File: src/rtl/i2s.sv
// I2S receive master for a 24-bit stereo ADC: derives scki/bck/lrck from one
// free-running counter and deserialises din into left/right sample registers.
module i2s (
    input  logic        clk,
    input  logic        reset,
    input  logic        din,
    output logic        bck,
    output logic        lrck,
    output logic        scki,
    output logic [23:0] left,
    output logic [23:0] right
);

    logic [8:0]  cnt_q,   cnt_d;
    logic [23:0] sr_q,    sr_d;
    logic [23:0] left_q,  left_d;
    logic [23:0] right_q, right_d;

    logic [4:0]  slot;
    logic        sample_en;
    logic        in_word;
    logic        load_en;
    logic [23:0] word_next;

    // din is sampled one clk after the bck rising edge, mid-bit.
    assign slot      = cnt_q[7:3];
    assign sample_en = (cnt_q[2:0] == 3'b101);
    assign in_word   = (slot >= 5'd1) && (slot <= 5'd24);
    assign load_en   = sample_en && (slot == 5'd24);
    assign word_next = {sr_q[22:0], din};

    always_comb begin
        cnt_d   = cnt_q + 9'd1;
        sr_d    = sr_q;
        left_d  = left_q;
        right_d = right_q;
        if (sample_en && in_word) begin
            sr_d = word_next;
        end
        if (load_en) begin
            if (cnt_q[8] == 1'b0) begin
                left_d = word_next;
            end else begin
                right_d = word_next;
            end
        end
    end

    always_ff @(posedge clk or negedge reset) begin
        if (!reset) begin
            cnt_q   <= 9'd0;
            sr_q    <= 24'd0;
            left_q  <= 24'd0;
            right_q <= 24'd0;
        end else begin
            cnt_q   <= cnt_d;
            sr_q    <= sr_d;
            left_q  <= left_d;
            right_q <= right_d;
        end
    end

    // Clocks come straight from counter bits, so they are glitch-free.
    assign scki  = cnt_q[0];
    assign bck   = cnt_q[2];
    assign lrck  = cnt_q[8];
    assign left  = left_q;
    assign right = right_q;

endmodule

File: config.mk
export PLATFORM = sky130hd
export DESIGN_NAME = i2s
export DESIGN_NICKNAME = d
export VERILOG_FILES = /design/src/rtl/i2s.sv
export SDC_FILE = /design/constraint.sdc
export NUM_CORES = 1
export LEC_CHECK = 0
export CORE_MARGIN = 2
export CORE_UTILIZATION = 52
export CTS_CLUSTER_SIZE = 28
export DETAILED_ROUTE_END_ITERATION = 16
export PLACE_DENSITY = 0.9
export SKIP_LAST_GASP = 1
export SLEW_MARGIN = 20
export SYNTH_ARGS = -nofsm -noshare
export SYNTH_HDL_FRONTEND = slang
export SYNTH_SLANG_ARGS = --single-unit
File: constraint.sdc
create_clock -name clk -period 2.2 [get_ports clk]
set_clock_uncertainty 0.1 [all_clocks]
set_input_delay 0.44 -clock clk [delete_from_list [all_inputs] [get_ports clk]]
set_output_delay 0.44 -clock clk [all_outputs]
set_load 0.005 [all_outputs]
==> results of run 1 <==
[power breakdown]
group,switching [µW],internal [µW],leakage (µW)
Clock,479,630,0.000103
Sequential,5.94,1480,0.00109
Combinational,30.7,13.7,0.000732
Total,516,2120,0.00192
[metrics by stage]
step | power, µW | setup slack [ns]
2_1_floorplan | 1510 | 0.269
3_3_place_gp | 1550 | 0.277
3_5_place_dp | 1560 | 0.224
4_1_cts | 2670 | 0.195
5_1_grt | 2730 | 0.117
6_report | 2640 | 0.205
[cell usage in the layout (no fill, tap or decap), drive strengths merged, types with 3 or more instances in the layout]
cell / n
and3: 4
buf: 10
clkbuf: 11
clkdlybuf4s50: 52
dfrtp: 80
inv: 3
mux2: 71
nand2: 3
nand3: 3
xnor2: 3
xor2: 4
[what timing repair did]
item / in CTS / in global routing
hold buffers: 1 / 0
hold endpoints to repair: 13 / 0
resized for setup: 0 / 0
[how the worst max path moves through the flow]
| stage | from | endpoint | cells after the start |
|---|---|---|---|
| after floorplan | cnt_q[4]$_DFF_PN0_ | left[11]$_DFFE_PN0P_ | 4 |
| after global placement | cnt_q[4]$_DFF_PN0_ | left[21]$_DFFE_PN0P_ | 4 |
| after detailed placement | cnt_q[0]$_DFF_PN0_ | sr_q[18]$_DFFE_PN0P_ | 6 |
| after CTS | cnt_q[0]$_DFF_PN0_ | sr_q[22]$_DFFE_PN0P_ | 6 |
| after global routing | cnt_q[0]$_DFF_PN0_ | sr_q[12]$_DFFE_PN0P_ | 6 |
| final | cnt_q[0]$_DFF_PN0_ | sr_q[22]$_DFFE_PN0P_ | 6 |
[flip-flops by register name, indices dropped and copies added, names as in the netlist]
name / flops
cnt_q: 9
left: 24
right: 24
sr_q: 23
[metal layers]
metal  GRT usage, %  share of wire, %  routed length, µm  vias to the layer above
met3           5.33               5.0                278                       14
li1               -                 -                  -                      784
met2           28.9                47               2640                       47
met4           9.32               1.9                108                        0
met5              0                 0                  0                        -
met1           25.2                46               2580                      901
[final cells by class]
type                       count  area [µm²]
clock buffer                  11         131
fill                         393        1900
sequential                    80        2000
inverter                       3        11.3
timing repair buffer          63         618
clock inverter                 4        70.1
tap                           75        93.8
multi-input combinational     96        1020
[logic make-up after synthesis]
logic type | Yosys count | share of synthesized area (%)
flip-flops | 80 | 64.5
multiplexers | 71 | 26.1
AND/OR/NAND/NOR | 15 | 3.55
buffers and inverters | 9 | 2.54
XOR/XNOR | 7 | 1.98
adder cells (fa/ha/maj) | 2 | 0.806
AO/OA/AOI/OAI | 1 | 0.524
==> summary.md, run 1 <==
| Metric | Value |
|---|---|
| Worst-path cell chain | ha_1 -> nand2_1 -> nor3_2 -> a41oi_2 -> buf_4 -> mux2_2 |
| Vias in the first global route | 1823 |
| Gr ovfl total | 0 |
| Critical Path Fanout Max | 15 |
| Netlist Area Pre-Place | 3100 µm² |
| R2r endpoint | sr_q[22]$_DFFE_PN0P_ |
| Antenna Cells | 0 |
| Die width | 81.3 µm |
| Final Net Count | 258 |
| Mapped Cells | 185 |
| Synthesized net count | 190 |
| CTS tree | yes |
| Clk pin slew, worst setup/hold paths | 0.07 ns |
| Worst-Margin Slew | 0.572 ns |
| Synth warn | 0 |
| Peak supply drop | 0.000428 V |
| First-pass GRT wire length | 9170 µm |
| Root buffer cell | clkbuf_8 |
| Async S/R FF share, synth | 100% |
| Cell Count Post-Placement | 316 |
| Max_cap viols | 0 |
| WHS Endpoint | right[3]$_DFFE_PN0P_ |
| Final setup viols | 0 |
| IO Pins | 54 |
| Crit Path Category | flop to flop |
| Hold Path Origin | right[3]$_DFFE_PN0P_ |
| Seq/Total Area, Yosys | 64.5% |
| Area grow syn2layout | 27.2% |
| Site row count | 28 |
| Max Freq | 501 MHz |
| Residual DRC | 0 |
| Normalized max-slew margin | 61.9% |
| Startpoint types | flop |
| Largest net degree at the start of global routing | 48 |
| Die ar. | 6600 µm² |
| Hold path depth | 1 |
| CP peak stage delay | 0.44 ns |
| Cell variety after synth | 18 |
| Clk Latency, worst-skew pair | 0.35 ns |
| Nature of the critical path endpoint | flop |
| Final wirelength | 5600 µm |
| Detailed placer's ending HPWL | 3780 µm |
| Status | finished clean |
| Initial core utilization | 53.1% |
| Finished Layout Cells | 332 |
| Share of cells above drive strength 1 | 38.1% |
| R2R depth | 6 |
| Drt first pass iters | 4 |
| Hold Fails Final Rpt | 0 |
| Num CTS Buffers | 9 |
| Fin crit period | 1.99 ns |
| RSZ-0062 raised after global routing | false |
| Via count | 1746 |
| Power per cell area | 667 nW/µm² |
| CTS Sinks | 80 |
| Total Routing Usage GR | 19.0% |
| Crit path max-delay family | flip-flops |
| Ys flop type | dfrtp_1 |
| Yosys top cell by area | dfrtp_1 |
| Core area | 5850 µm² |
| Hold Path Class | flop to flop |
| Area share of the largest cell type after synthesis | 64.5% |
| Via-per-instance ratio | 5.26 |
| Die height | 81.3 µm |
| Finished Cell Area | 3950 µm² |
| CP required | 2.33 ns |
| CP max-delay cell | dfrtp_1 |
| Finished Core Util | 67.5% |
| Setup bufs post-CTS | 0 |
| IO Port Bufs | 53 |
| Crit path buf inv count | 1 |
| Fin. max-slew vios | 0 |
| Routability congestion estimate from global placement | 0.725 |
| Initial antenna violation count | 0 |
| Worst hold slack | 0.401 ns |
| Post-DRT Antenna Nets | 0 |
| Number of synthesized flops with an enable pin | 0 |
| Count leader, synth | dfrtp_1 |
| Clk buf depth | 2 |
| 1st-iter DRT viols | 89 |
| Post-synth top cells | dfrtp_1, mux2_2, buf_6 |
| Yosys reg bits | 80 |
| Critical path arrival | 2.12 ns |
| H-tree levels | 3 |
| Synth area leaders | dfrtp_1, mux2_2, buf_6 |
| Setup TNS | 0 ns |
| Cell Area, Placed | 3740 µm² |
| R2r setup slk | 0.21 ns |
| Final worst-path cycle share | 90.7% |
| Leak | 0.00192 µW |
| Mean Syn Cell Area | 16.8 µm² |
| Worst r2r src | cnt_q[0]$_DFF_PN0_ |
| Wire per inst | 16.9 µm |
Note: power is estimated with default switching activity, not from simulation.
==> run 2: changes to the inputs <==
- CORE_UTILIZATION: 52 -> 31
- PLACE_DENSITY: 0.9 -> 0.63
==> summary.md, run 2 (synthesized netlist as in run 1, its figures left out) <==
| Metric | Value |
|---|---|
| Status | finished clean |
| Cell Count Post-Placement | 370 |
| Setup TNS | 0 ns |
| Drt first pass iters | 4 |
| Worst-Margin Slew | 0.552 ns |
| IO Pins | 54 |
| Antenna Cells | 0 |
| Die height | 104 µm |
| R2r setup slk | 0.17 ns |
| Hold Path Origin | cnt_q[4]$_DFF_PN0_ |
| Max Freq | 494 MHz |
| R2r endpoint | sr_q[10]$_DFFE_PN0P_ |
| CTS tree | yes |
| CP required | 2.33 ns |
| Leading cell type in the layout, fill and taps excluded | dfrtp_1 |
| Routability congestion estimate from global placement | 0.659 |
| Final worst-path cycle share | 92.1% |
| Final wirelength | 5600 µm |
| CP peak stage delay | 0.44 ns |
| Critical Path Fanout Max | 23 |
| Peak supply drop | 0.000221 V |
| Core area | 9730 µm² |
| Normalized max-slew margin | 63.2% |
| Commonest non-fill, non-tap cells in the layout | dfrtp_1, mux2_2, clkdlybuf4s50_1 |
| CP max-delay cell | dfrtp_1 |
| Initial core utilization | 31.9% |
| Tot Pwr | 2540 µW |
| Max_cap viols | 0 |
| Root buffer cell | clkbuf_8 |
| Initial antenna violation count | 0 |
| Filler cells | 930 |
| Crit Path Category | flop to flop |
| Nature of the critical path endpoint | flop |
| Crit path buf inv count | 1 |
| IO Port Bufs | 53 |
| Power per cell area | 634 nW/µm² |
| Setup bufs post-CTS | 0 |
| Clk pin slew, worst setup/hold paths | 0.08 ns |
| Finished Layout Cells | 387 |
| Leak | 0.00191 µW |
| Startpoint types | flop |
| Via count | 1714 |
| Vias in the first global route | 1820 |
| H-tree levels | 3 |
| Largest net degree at the start of global routing | 42 |
| R2R depth | 6 |
| Clk buf depth | 2 |
| Total Routing Usage GR | 11.2% |
| Gr ovfl total | 0 |
| RSZ-0062 raised after global routing | false |
| WHS Endpoint | cnt_q[4]$_DFF_PN0_ |
| First-pass GRT wire length | 9520 µm |
| Post-DRT Antenna Nets | 0 |
| Hold path depth | 1 |
| Fin crit period | 2.03 ns |
| Die ar. | 10800 µm² |
| Site row count | 36 |
| CTS Sinks | 80 |
| Worst-path cell chain | ha_1 -> nand2_1 -> nor3_2 -> a41oi_4 -> buf_12 -> mux2_2 |
| Residual DRC | 0 |
| Final Net Count | 254 |
| Wire per inst | 14.5 µm |
| Hold_buf cts | 1 |
| 1st-iter DRT viols | 42 |
| Critical path arrival | 2.15 ns |
| Area grow syn2layout | 29.3% |
| Post-CTS resize count | 0 |
| Fin. max-slew vios | 0 |
| Worst r2r src | cnt_q[0]$_DFF_PN0_ |
| Die width | 104 µm |
| Hold Path Class | flop to flop |
| Num CTS Buffers | 9 |
| Via-per-instance ratio | 4.43 |
| Clk Latency, worst-skew pair | 0.35 ns |
| Share of cells above drive strength 1 | 38.2% |
| Worst hold slack | 0.404 ns |
| Final setup viols | 0 |
| Crit path max-delay family | flip-flops |
| Detailed placer's ending HPWL | 3600 µm |
| Hold Fails Final Rpt | 0 |
| Finished Core Util | 41.3% |
| Critical path depth in cells | 6 |
==> run 2: worst register-to-register path: cells and delay by family (launching register included) <==
kind / cells / cell delay (ns)
AO/OA/AOI/OAI: 1 / 0.22
adder cells (fa/ha/maj): 1 / 0.28
buffers and inverters: 1 / 0.22
flip-flops: 1 / 0.44
multiplexers: 1 / 0.36
AND/OR/NAND/NOR: 2 / 0.30
==> run 2: worst max-delay path by stage <==
stage | from | end | slack, ns
after floorplan | cnt_q[4]$_DFF_PN0_ | left[11]$_DFFE_PN0P_ | 0.27
after global placement | cnt_q[0]$_DFF_PN0_ | sr_q[22]$_DFFE_PN0P_ | 0.24
after detailed placement | cnt_q[0]$_DFF_PN0_ | sr_q[10]$_DFFE_PN0P_ | 0.21
after CTS | cnt_q[0]$_DFF_PN0_ | sr_q[10]$_DFFE_PN0P_ | 0.14
after global routing | cnt_q[0]$_DFF_PN0_ | sr_q[10]$_DFFE_PN0P_ | 0.06
final | cnt_q[0]$_DFF_PN0_ | sr_q[10]$_DFFE_PN0P_ | 0.17
==> run 2: area by class of cell <==
class	count	area [µm²]	share of cell area [%]
clock buffer	10	138	3.43
clock inverter	6	50.0	1.25
inverter	3	11.3	0.280
multi-input combinational	96	1030	25.8
sequential	80	2000	49.9
tap	133	166	4.14
timing repair buffer	59	613	15.3
==> run 2: routing by layer <==
metal | vias to the layer above | routed length, µm | track usage, %
li1 | 778 | - | -
met4 | 0 | 91 | 4.92
met1 | 891 | 2590 | 15.1
met5 | - | 0 | 0
met3 | 9 | 266 | 3.32
met2 | 36 | 2650 | 16.9
==> run 2: where the power goes <==
group          switching [µW]  total (µW)  internal, µW
Clock                     561        1020           456
Sequential               5.90        1480          1480
Combinational            30.7        44.6          13.8
Total                     598        2540          1950
==> run 2: stage by stage <==
step	setup slack, ns	area, µm²
global placement	0.245	3820
global route	0.0603	4020
CTS	0.145	4020
floorplan	0.269	3100
detailed placement	0.213	3820
finish	0.175	4020
